### src/rtl/rgb_fpga_line_driver_if.sv
// Bundle of the line handshake, frame-buffer read port and HUB75 panel pins
// shared by the line driver and whatever sits around it.
interface rgb_fpga_line_driver_if #(
  parameter int COLS = 32
);
  localparam int CW = $clog2(COLS);

  logic            enable;
  logic            line_start;
  logic [3:0]      matrix_addr;
  logic            line_rdy;
  logic            mem_rd;
  logic [4+CW-1:0] mem_addr;
  logic [5:0]      mem_data;
  logic            matrix_clk;
  logic            matrix_lat;
  logic            matrix_oe_n;
  logic [3:0]      matrix_row;
  logic [2:0]      rgb_top;
  logic [2:0]      rgb_bot;

  modport master (
    output enable, line_start, matrix_addr, mem_data,
    input  line_rdy, mem_rd, mem_addr, matrix_clk, matrix_lat,
           matrix_oe_n, matrix_row, rgb_top, rgb_bot
  );

  modport slave (
    input  enable, line_start, matrix_addr, mem_data,
    output line_rdy, mem_rd, mem_addr, matrix_clk, matrix_lat,
           matrix_oe_n, matrix_row, rgb_top, rgb_bot
  );
endinterface

### src/rtl/rgb_fpga_line_driver.sv
// Shifts one row of a 1/16-scan HUB75 panel out of the frame buffer, latches
// it, shows it for OE_CYCLES and then answers the controller with line_rdy.
module rgb_fpga_line_driver #(
  parameter int COLS      = 32,
  parameter int CLK_DIV   = 2,
  parameter int OE_CYCLES = 256
) (
  input logic clk,
  input logic rst_n,
  rgb_fpga_line_driver_if.slave bus
);
  localparam int CW = $clog2(COLS);
  localparam int DW = (CLK_DIV > 1) ? $clog2(CLK_DIV) : 1;
  localparam int OW = (OE_CYCLES > 1) ? $clog2(OE_CYCLES) : 1;

  localparam logic [CW-1:0] COL_LAST = CW'(COLS - 1);
  localparam logic [DW-1:0] DIV_LAST = DW'(CLK_DIV - 1);
  localparam logic [OW-1:0] OE_LAST  = OW'(OE_CYCLES - 1);

  typedef enum logic [3:0] {
    S_IDLE,
    S_FETCH,
    S_WAIT,
    S_SHIFT_LO,
    S_SHIFT_HI,
    S_BLANK,
    S_LATCH,
    S_DISPLAY,
    S_DONE
  } state_t;

  state_t          state_q, state_d;
  logic [3:0]      row_q, row_d;
  logic [CW-1:0]   col_q, col_d;
  logic [DW-1:0]   div_q, div_d;
  logic [OW-1:0]   dcnt_q, dcnt_d;
  logic            line_rdy_q, line_rdy_d;
  logic            mem_rd_q, mem_rd_d;
  logic [4+CW-1:0] mem_addr_q, mem_addr_d;
  logic            matrix_clk_q, matrix_clk_d;
  logic            matrix_lat_q, matrix_lat_d;
  logic            matrix_oe_n_q, matrix_oe_n_d;
  logic [3:0]      matrix_row_q, matrix_row_d;
  logic [2:0]      rgb_top_q, rgb_top_d;
  logic [2:0]      rgb_bot_q, rgb_bot_d;

  always_comb begin
    state_d      = state_q;
    row_d        = row_q;
    col_d        = col_q;
    div_d        = div_q;
    dcnt_d       = dcnt_q;
    mem_addr_d   = mem_addr_q;
    matrix_row_d = matrix_row_q;
    rgb_top_d    = rgb_top_q;
    rgb_bot_d    = rgb_bot_q;

    if (!bus.enable) begin
      state_d = S_IDLE;
    end else begin
      case (state_q)
        S_IDLE: begin
          if (bus.line_start) begin
            row_d      = bus.matrix_addr;
            col_d      = '0;
            mem_addr_d = {bus.matrix_addr, {CW{1'b0}}};
            state_d    = S_FETCH;
          end
        end
        S_FETCH: state_d = S_WAIT;
        S_WAIT: begin
          rgb_top_d = bus.mem_data[5:3];
          rgb_bot_d = bus.mem_data[2:0];
          div_d     = '0;
          state_d   = S_SHIFT_LO;
        end
        S_SHIFT_LO: begin
          if (div_q == DIV_LAST) begin
            div_d   = '0;
            state_d = S_SHIFT_HI;
          end else begin
            div_d = div_q + 1'b1;
          end
        end
        // The column counter stops at the last column instead of wrapping.
        S_SHIFT_HI: begin
          if (div_q == DIV_LAST) begin
            div_d = '0;
            if (col_q == COL_LAST) begin
              matrix_row_d = row_q;
              state_d      = S_BLANK;
            end else begin
              col_d      = col_q + 1'b1;
              mem_addr_d = {row_q, col_q + 1'b1};
              state_d    = S_FETCH;
            end
          end else begin
            div_d = div_q + 1'b1;
          end
        end
        S_BLANK: state_d = S_LATCH;
        S_LATCH: begin
          dcnt_d  = '0;
          state_d = S_DISPLAY;
        end
        S_DISPLAY: begin
          if (dcnt_q == OE_LAST) state_d = S_DONE;
          else dcnt_d = dcnt_q + 1'b1;
        end
        S_DONE:  state_d = S_IDLE;
        default: state_d = S_IDLE;
      endcase
    end

    // Pin levels follow the state being entered so they line up with it.
    mem_rd_d      = (state_d == S_FETCH);
    matrix_clk_d  = (state_d == S_SHIFT_HI);
    matrix_lat_d  = (state_d == S_LATCH);
    matrix_oe_n_d = (state_d != S_DISPLAY);
    line_rdy_d    = (state_d == S_DONE);
  end

  always_ff @(posedge clk) begin
    if (!rst_n) begin
      state_q       <= S_IDLE;
      row_q         <= '0;
      col_q         <= '0;
      div_q         <= '0;
      dcnt_q        <= '0;
      line_rdy_q    <= 1'b0;
      mem_rd_q      <= 1'b0;
      mem_addr_q    <= '0;
      matrix_clk_q  <= 1'b0;
      matrix_lat_q  <= 1'b0;
      matrix_oe_n_q <= 1'b1;
      matrix_row_q  <= '0;
      rgb_top_q     <= '0;
      rgb_bot_q     <= '0;
    end else begin
      state_q       <= state_d;
      row_q         <= row_d;
      col_q         <= col_d;
      div_q         <= div_d;
      dcnt_q        <= dcnt_d;
      line_rdy_q    <= line_rdy_d;
      mem_rd_q      <= mem_rd_d;
      mem_addr_q    <= mem_addr_d;
      matrix_clk_q  <= matrix_clk_d;
      matrix_lat_q  <= matrix_lat_d;
      matrix_oe_n_q <= matrix_oe_n_d;
      matrix_row_q  <= matrix_row_d;
      rgb_top_q     <= rgb_top_d;
      rgb_bot_q     <= rgb_bot_d;
    end
  end

  assign bus.line_rdy    = line_rdy_q;
  assign bus.mem_rd      = mem_rd_q;
  assign bus.mem_addr    = mem_addr_q;
  assign bus.matrix_clk  = matrix_clk_q;
  assign bus.matrix_lat  = matrix_lat_q;
  assign bus.matrix_oe_n = matrix_oe_n_q;
  assign bus.matrix_row  = matrix_row_q;
  assign bus.rgb_top     = rgb_top_q;
  assign bus.rgb_bot     = rgb_bot_q;
endmodule

### src/flat_wrapper.sv
// flat-port wrapper written by rule: the top's interface ports become plain ports
module rgb_fpga_line_driver_flat 
#(
  parameter int COLS      = 32,
  parameter int CLK_DIV   = 2,
  parameter int OE_CYCLES = 256
)
  (clk, rst_n, bus_enable, bus_line_start, bus_matrix_addr, bus_mem_data, bus_line_rdy, bus_mem_rd, bus_mem_addr, bus_matrix_clk, bus_matrix_lat, bus_matrix_oe_n, bus_matrix_row, bus_rgb_top, bus_rgb_bot);
  rgb_fpga_line_driver_if #(.COLS(COLS)) bus_i ();
  input logic clk;
  input logic rst_n;
  input wire logic [$bits(bus_i.enable)-1:0] bus_enable;
  input wire logic [$bits(bus_i.line_start)-1:0] bus_line_start;
  input wire logic [$bits(bus_i.matrix_addr)-1:0] bus_matrix_addr;
  input wire logic [$bits(bus_i.mem_data)-1:0] bus_mem_data;
  output wire logic [$bits(bus_i.line_rdy)-1:0] bus_line_rdy;
  output wire logic [$bits(bus_i.mem_rd)-1:0] bus_mem_rd;
  output wire logic [$bits(bus_i.mem_addr)-1:0] bus_mem_addr;
  output wire logic [$bits(bus_i.matrix_clk)-1:0] bus_matrix_clk;
  output wire logic [$bits(bus_i.matrix_lat)-1:0] bus_matrix_lat;
  output wire logic [$bits(bus_i.matrix_oe_n)-1:0] bus_matrix_oe_n;
  output wire logic [$bits(bus_i.matrix_row)-1:0] bus_matrix_row;
  output wire logic [$bits(bus_i.rgb_top)-1:0] bus_rgb_top;
  output wire logic [$bits(bus_i.rgb_bot)-1:0] bus_rgb_bot;
  assign bus_i.enable = bus_enable;
  assign bus_i.line_start = bus_line_start;
  assign bus_i.matrix_addr = bus_matrix_addr;
  assign bus_i.mem_data = bus_mem_data;
  assign bus_line_rdy = bus_i.line_rdy;
  assign bus_mem_rd = bus_i.mem_rd;
  assign bus_mem_addr = bus_i.mem_addr;
  assign bus_matrix_clk = bus_i.matrix_clk;
  assign bus_matrix_lat = bus_i.matrix_lat;
  assign bus_matrix_oe_n = bus_i.matrix_oe_n;
  assign bus_matrix_row = bus_i.matrix_row;
  assign bus_rgb_top = bus_i.rgb_top;
  assign bus_rgb_bot = bus_i.rgb_bot;
  rgb_fpga_line_driver #(.COLS(COLS), .CLK_DIV(CLK_DIV), .OE_CYCLES(OE_CYCLES)) u_core (.clk(clk), .rst_n(rst_n), .bus(bus_i));
endmodule
### config.mk
export PLATFORM = sky130hd
export DESIGN_NAME = rgb_fpga_line_driver_flat
export DESIGN_NICKNAME = d
export VERILOG_FILES = /design/src/rtl/rgb_fpga_line_driver_if.sv /design/src/rtl/rgb_fpga_line_driver.sv /design/src/flat_wrapper.sv
export SDC_FILE = /design/constraint.sdc
export NUM_CORES = 1
export LEC_CHECK = 0
export CAP_MARGIN = 20
export CELL_PAD_IN_SITES_DETAIL_PLACEMENT = 2
export CELL_PAD_IN_SITES_GLOBAL_PLACEMENT = 2
export CORE_UTILIZATION = 28
export CTS_CLUSTER_SIZE = 40
export DETAILED_ROUTE_END_ITERATION = 10
export MAX_ROUTING_LAYER = met4
export PLACE_DENSITY = 0.76
export RECOVER_POWER = 100
export SLEW_MARGIN = 20
export SYNTH_ARGS = -nofsm -noshare
export SYNTH_HDL_FRONTEND = slang
export SYNTH_SLANG_ARGS = --single-unit
### constraint.sdc
create_clock -name clk -period 1.8 [get_ports clk]
set_input_delay 0.18 -clock clk [delete_from_list [all_inputs] [get_ports clk]]
set_output_delay 0.18 -clock clk [all_outputs]
set_load 0.01 [all_outputs]
==> results.md <==
Logic synthesis:
- The most used flip-flop cell after synthesis is sky130_fd_sc_hd__dfxtp_1.
- The net count after synthesis is 222.
- In this run, synthesis inferred 0 flip-flops with an integrated enable.
- The distinct cell type count of the synthesized netlist is 44.
- The combined area of all synthesized cells is 1906 um^2.
- By area the synthesized netlist is led by sky130_fd_sc_hd__dfxtp_1 (43%), sky130_fd_sc_hd__mux2i_1 (7.4%), sky130_fd_sc_hd__a21oi_1 (3.7%), sky130_fd_sc_hd__nor3_1 (3.2%), sky130_fd_sc_hd__nand2_1 (3.2%).
- The flip-flop and latch count after synthesis is 41.
- sky130_fd_sc_hd__dfxtp_1 takes more of the synthesized area than any other cell.
- Counting every instance in the synthesized netlist gives 205.
- The top-area cell type share of the netlist area is 43.07%.
- The synthesized area per cell is 9.296 um^2.
- The post-synthesis sequential area ratio is about 43%.
- The yosys synthesis warning count is 0.
- Counting flops with an async set or reset pin after synthesis yields a share of 0%.

STA:
- The post-route worst hold slack is 457.8 ps.
- The clock period minus worst slack is 1706 ps.
- The final critical path takes up 94.80% of the cycle.
- The relative slew slack is 66.94%.
- The final setup TNS is 0 ps.
- Setup slack closes at just over 90 ps.
- The clock tree skew after final layout is 8.920 ps.
- At the pin with the least slew margin, the transition time is 483.5 ps.
- Static timing analysis puts the maximum clock frequency at slightly below 600 MHz.
- The max-slew violation total from the final report was 0.
- The number of hold violations in the final report is 0.
- Setup violations remaining at the end of the flow were counted as 0.

GRT:
- Entering global routing, the biggest net connects 15 pins.
- The number of antenna violations at the first check in global routing was 0.
- The first-pass GRT wire length is approximately 10000 um.
- Across every metal layer, demand over resource in global routing totals 18.81%.
- The aggregate global routing overflow is 0.
- The via count of the first global-routing pass is 2002.

Clocking:
- The cell at the root of the clock tree is sky130_fd_sc_hd__clkbuf_8.
- The clock net in this run drives a total of 41 sinks.
- The total clock buffers created by CTS is 5.
- TritonCTS built the clock tree.
- The number of H-tree levels is 2.
- The clock network latency to the later pin of the worst-skew pair is between 300 and 400 ps.
- The clock passes through at most 2 buffers.
- The clock-pin slew on the worst setup and hold paths is about 90 ps.

Placed design:
- The final weighted congestion in routability-driven placement is 0.7703.
- Prior to clock tree synthesis, the placed netlist has a worst setup slack of -59.70 ps.
- The detailed-placement wirelength estimate is roughly 4400 um.
- The placed instance area is 2567 um^2.
- Input and output buffers added on the ports amount to 37.
- In this run, placement finished with an instance count of about 340.

Critical path:
- The peak per-stage delay on the critical path is 330 ps.
- The sum of buffers and inverters on the critical path is 1.
- In this run the worst path has a maximum fanout of 7.
- Walking the worst path, the cells encountered are ha_1 > and3_1 > ha_2 > nor2b_2 > and3_4 > buf_12 > nor3_1 > a211oi_2.
- For the worst setup path, the data arrival time is 1930 ps.
- The required time of the worst setup path is 2030 ps.
- The launching element type of the critical path is a flip-flop.
- On the critical path the largest part of the delay comes from simple AND/OR/NAND/NOR gates.
- STA classifies the critical path endpoint as a flip-flop.
- The classification of the worst setup path is flip-flop to flip-flop.
- The critical-path cell with the highest stage delay is sky130_fd_sc_hd__dfxtp_2.

Die:
- The initialized floorplan defines 29 standard-cell rows.
- The die covers 7139 um^2.
- From bottom edge to top edge, the die measures 84.50 um.
- The I/O pin total is 38.
- The die is 84.50 um wide.
- The initial standard-cell utilization of the core is 29.50%.
- The region available for standard cell placement spans ~6500 um^2.

Layout:
- Measured on the finished design, the core utilization comes to between 40% and 50%.
- The post-layout instance area is 2673 um^2.
- The count of placed standard cells in the final layout, fillers left out is 346.
- The share of cells above drive strength 1 is 19.33%.
- Compared with the post-synthesis result, the final layout area differs by 40.25%.
- The final-stage net count is 285.
- The fill cell instance count of the final layout is 737.
- 0 antenna diodes ended up in the layout.

Route:
- Dividing the detail-routed via count by the number of cells gives 5.324.
- After detailed routing, the average wire length per cell comes to 17.43 um.
- The final antenna-violating net count is 0.
- The detailed-route via count is 1842.
- In the routed design, unresolved DRC markers number 3.
- The first detailed-routing pass ran for 7 iterations.
- The final layout contains routed wiring with a total length of 6032 um.
- The number of DRC violations after detailed-routing iteration 0 is 76.

Pwr:
- VDD sags by at most 0.2451 mV.
- In this run the static leakage power is approximately 1.0 nW.
- The final total power is 1.742 mW.
- Power spread over the standard cell area amounts to 651.9 nW/um^2.

Job:
- Across the run, the number of max-cap violations was 0.

Run status:
- The run finished, with violations left.
- The checks that failed: design-rule violations.

Worst hold path:
- The min-delay analysis places its worst path in the category input port to flip-flop.
==> kinds of logic (layout without fill, tap and decap cells) <==
group           after synthesis  after routing  share of synthesized area [%]
fa+ha+maj                     3              3                          1.970
compound gates               42             42                          16.55
flops                        41             41                          43.07
buf+inv                      18             82                          4.005
xor+xnor                      1              1                         0.4597
mux                          14             14                          7.354
simple gates                 86             86                          26.59
==> placed cells by master, fill, tap and decap left out, drive strengths merged, types with 4 or more instances in the layout <==
| cell | synthesis | layout |
|---|---|---|
| clkbuf | 6 | 12 |
| and3 | 7 | 7 |
| nand2 | 17 | 17 |
| nand2b | 5 | 5 |
| buf | 5 | 23 |
| nor3 | 12 | 12 |
| mux2i | 14 | 14 |
| nor2 | 15 | 15 |
| o21ai | 4 | 4 |
| clkdlybuf4s50 | 0 | 12 |
| dlygate4sd3 | 0 | 25 |
| a211oi | 4 | 4 |
| a21oi | 14 | 14 |
| nand3 | 8 | 8 |
| inv | 7 | 8 |
| dfxtp | 41 | 41 |
==> timing repair <==
item | 4_1_cts | 5_1_grt
setup endpoints to repair | 8 | 12
pin swaps | 0 | 2
hold endpoints to repair | 0 | 0
hold buffers | 0 | 0
resized for setup | 4 | 11
setup buffers | 0 | 1
==> power breakdown <==
group / switching (mW) / leakage, nW / total [mW] / internal [mW]
clock network: 0.362 / 0.0445 / 0.638 / 0.276
registers: 0.0122 / 0.333 / 0.933 / 0.921
logic: 0.0888 / 0.672 / 0.171 / 0.0821
total: 0.463 / 1.05 / 1.74 / 1.28
==> synthesized netlist by cell type (3+ instances only) <==
master                     instances
sky130_fd_sc_hd__nor3_1           12
sky130_fd_sc_hd__a21oi_1          14
sky130_fd_sc_hd__buf_2             3
sky130_fd_sc_hd__a211oi_2          4
sky130_fd_sc_hd__and3_1            7
sky130_fd_sc_hd__ha_1              3
sky130_fd_sc_hd__mux2i_1          14
sky130_fd_sc_hd__nand2_1          16
sky130_fd_sc_hd__clkbuf_1          5
sky130_fd_sc_hd__nand2b_1          5
sky130_fd_sc_hd__nor2b_1           3
sky130_fd_sc_hd__inv_1             7
sky130_fd_sc_hd__nor4_1            3
sky130_fd_sc_hd__o21ai_0           4
sky130_fd_sc_hd__and4_1            3
sky130_fd_sc_hd__nand3_1           8
sky130_fd_sc_hd__dfxtp_1          41
sky130_fd_sc_hd__nor2_1           15
sky130_fd_sc_hd__and4b_1           3
==> cell type report <==
class / instances / area, um^2 / share of cell area (%)
multi-input cells: 146 / 1039 / 38.86
flip-flops and latches: 41 / 823.3 / 30.81
repair buffers: 67 / 598.1 / 22.38
well taps: 77 / 96.34 / 3.605
clock buffers: 5 / 68.82 / 2.575
inverters: 7 / 26.28 / 0.9831
clock inverters: 3 / 21.27 / 0.7959
==> per-layer routing <==
metal	GRT usage [%]	part of all wire, %	vias to the layer above
met1	23.65	46	917
met3	3.835	3.5	7
met2	30.30	49	32
met4	6.009	1.3	0
li1	-	-	886
met5	-	0	-
==> worst register-to-register path: stages, from the launching register on <==
cell                       delay, ps
sky130_fd_sc_hd__dfxtp_2         330
sky130_fd_sc_hd__ha_1            200
sky130_fd_sc_hd__and3_1          200
sky130_fd_sc_hd__ha_2            190
sky130_fd_sc_hd__nor2b_2         130
sky130_fd_sc_hd__and3_4          230
sky130_fd_sc_hd__buf_12          120
sky130_fd_sc_hd__nor3_1           50
sky130_fd_sc_hd__a211oi_2        180
==> flip-flops by register name, indices dropped and copies added, names as in the netlist <==
| signal | cells |
|---|---|
| u_core.bus.mem_rd | 1 |
| u_core.dcnt_q | 8 |
| u_core.bus.mem_addr | 9 |
| u_core.bus.line_rdy | 1 |
| u_core.bus.matrix_row | 4 |
| u_core.bus.matrix_clk | 1 |
| u_core.state_q | 4 |
| u_core.bus.rgb_top | 3 |
| u_core.row_q | 4 |
| u_core.div_q | 1 |
| u_core.bus.matrix_oe_n | 1 |
| u_core.bus.matrix_lat | 1 |
| u_core.bus.rgb_bot | 3 |
==> path summary, 6_finish.rpt <==
| kind | slack, ps | cells past startpoint | start | end |
|---|---|---|---|---|
| setup / recovery | 90 | 8 | u_core.bus.mem_addr[0] | u_core.bus.mem_addr[7] |
| setup reg to reg | 90 | 8 | u_core.bus.mem_addr[0] | u_core.bus.mem_addr[7] |
| hold / removal | 460 | 3 | bus_matrix_addr[0] | u_core.row_q[0] |
| hold reg to reg | 500 | 2 | u_core.bus.rgb_bot[2] | u_core.bus.rgb_bot[2] |
Power figures use the tool's default switching activity.
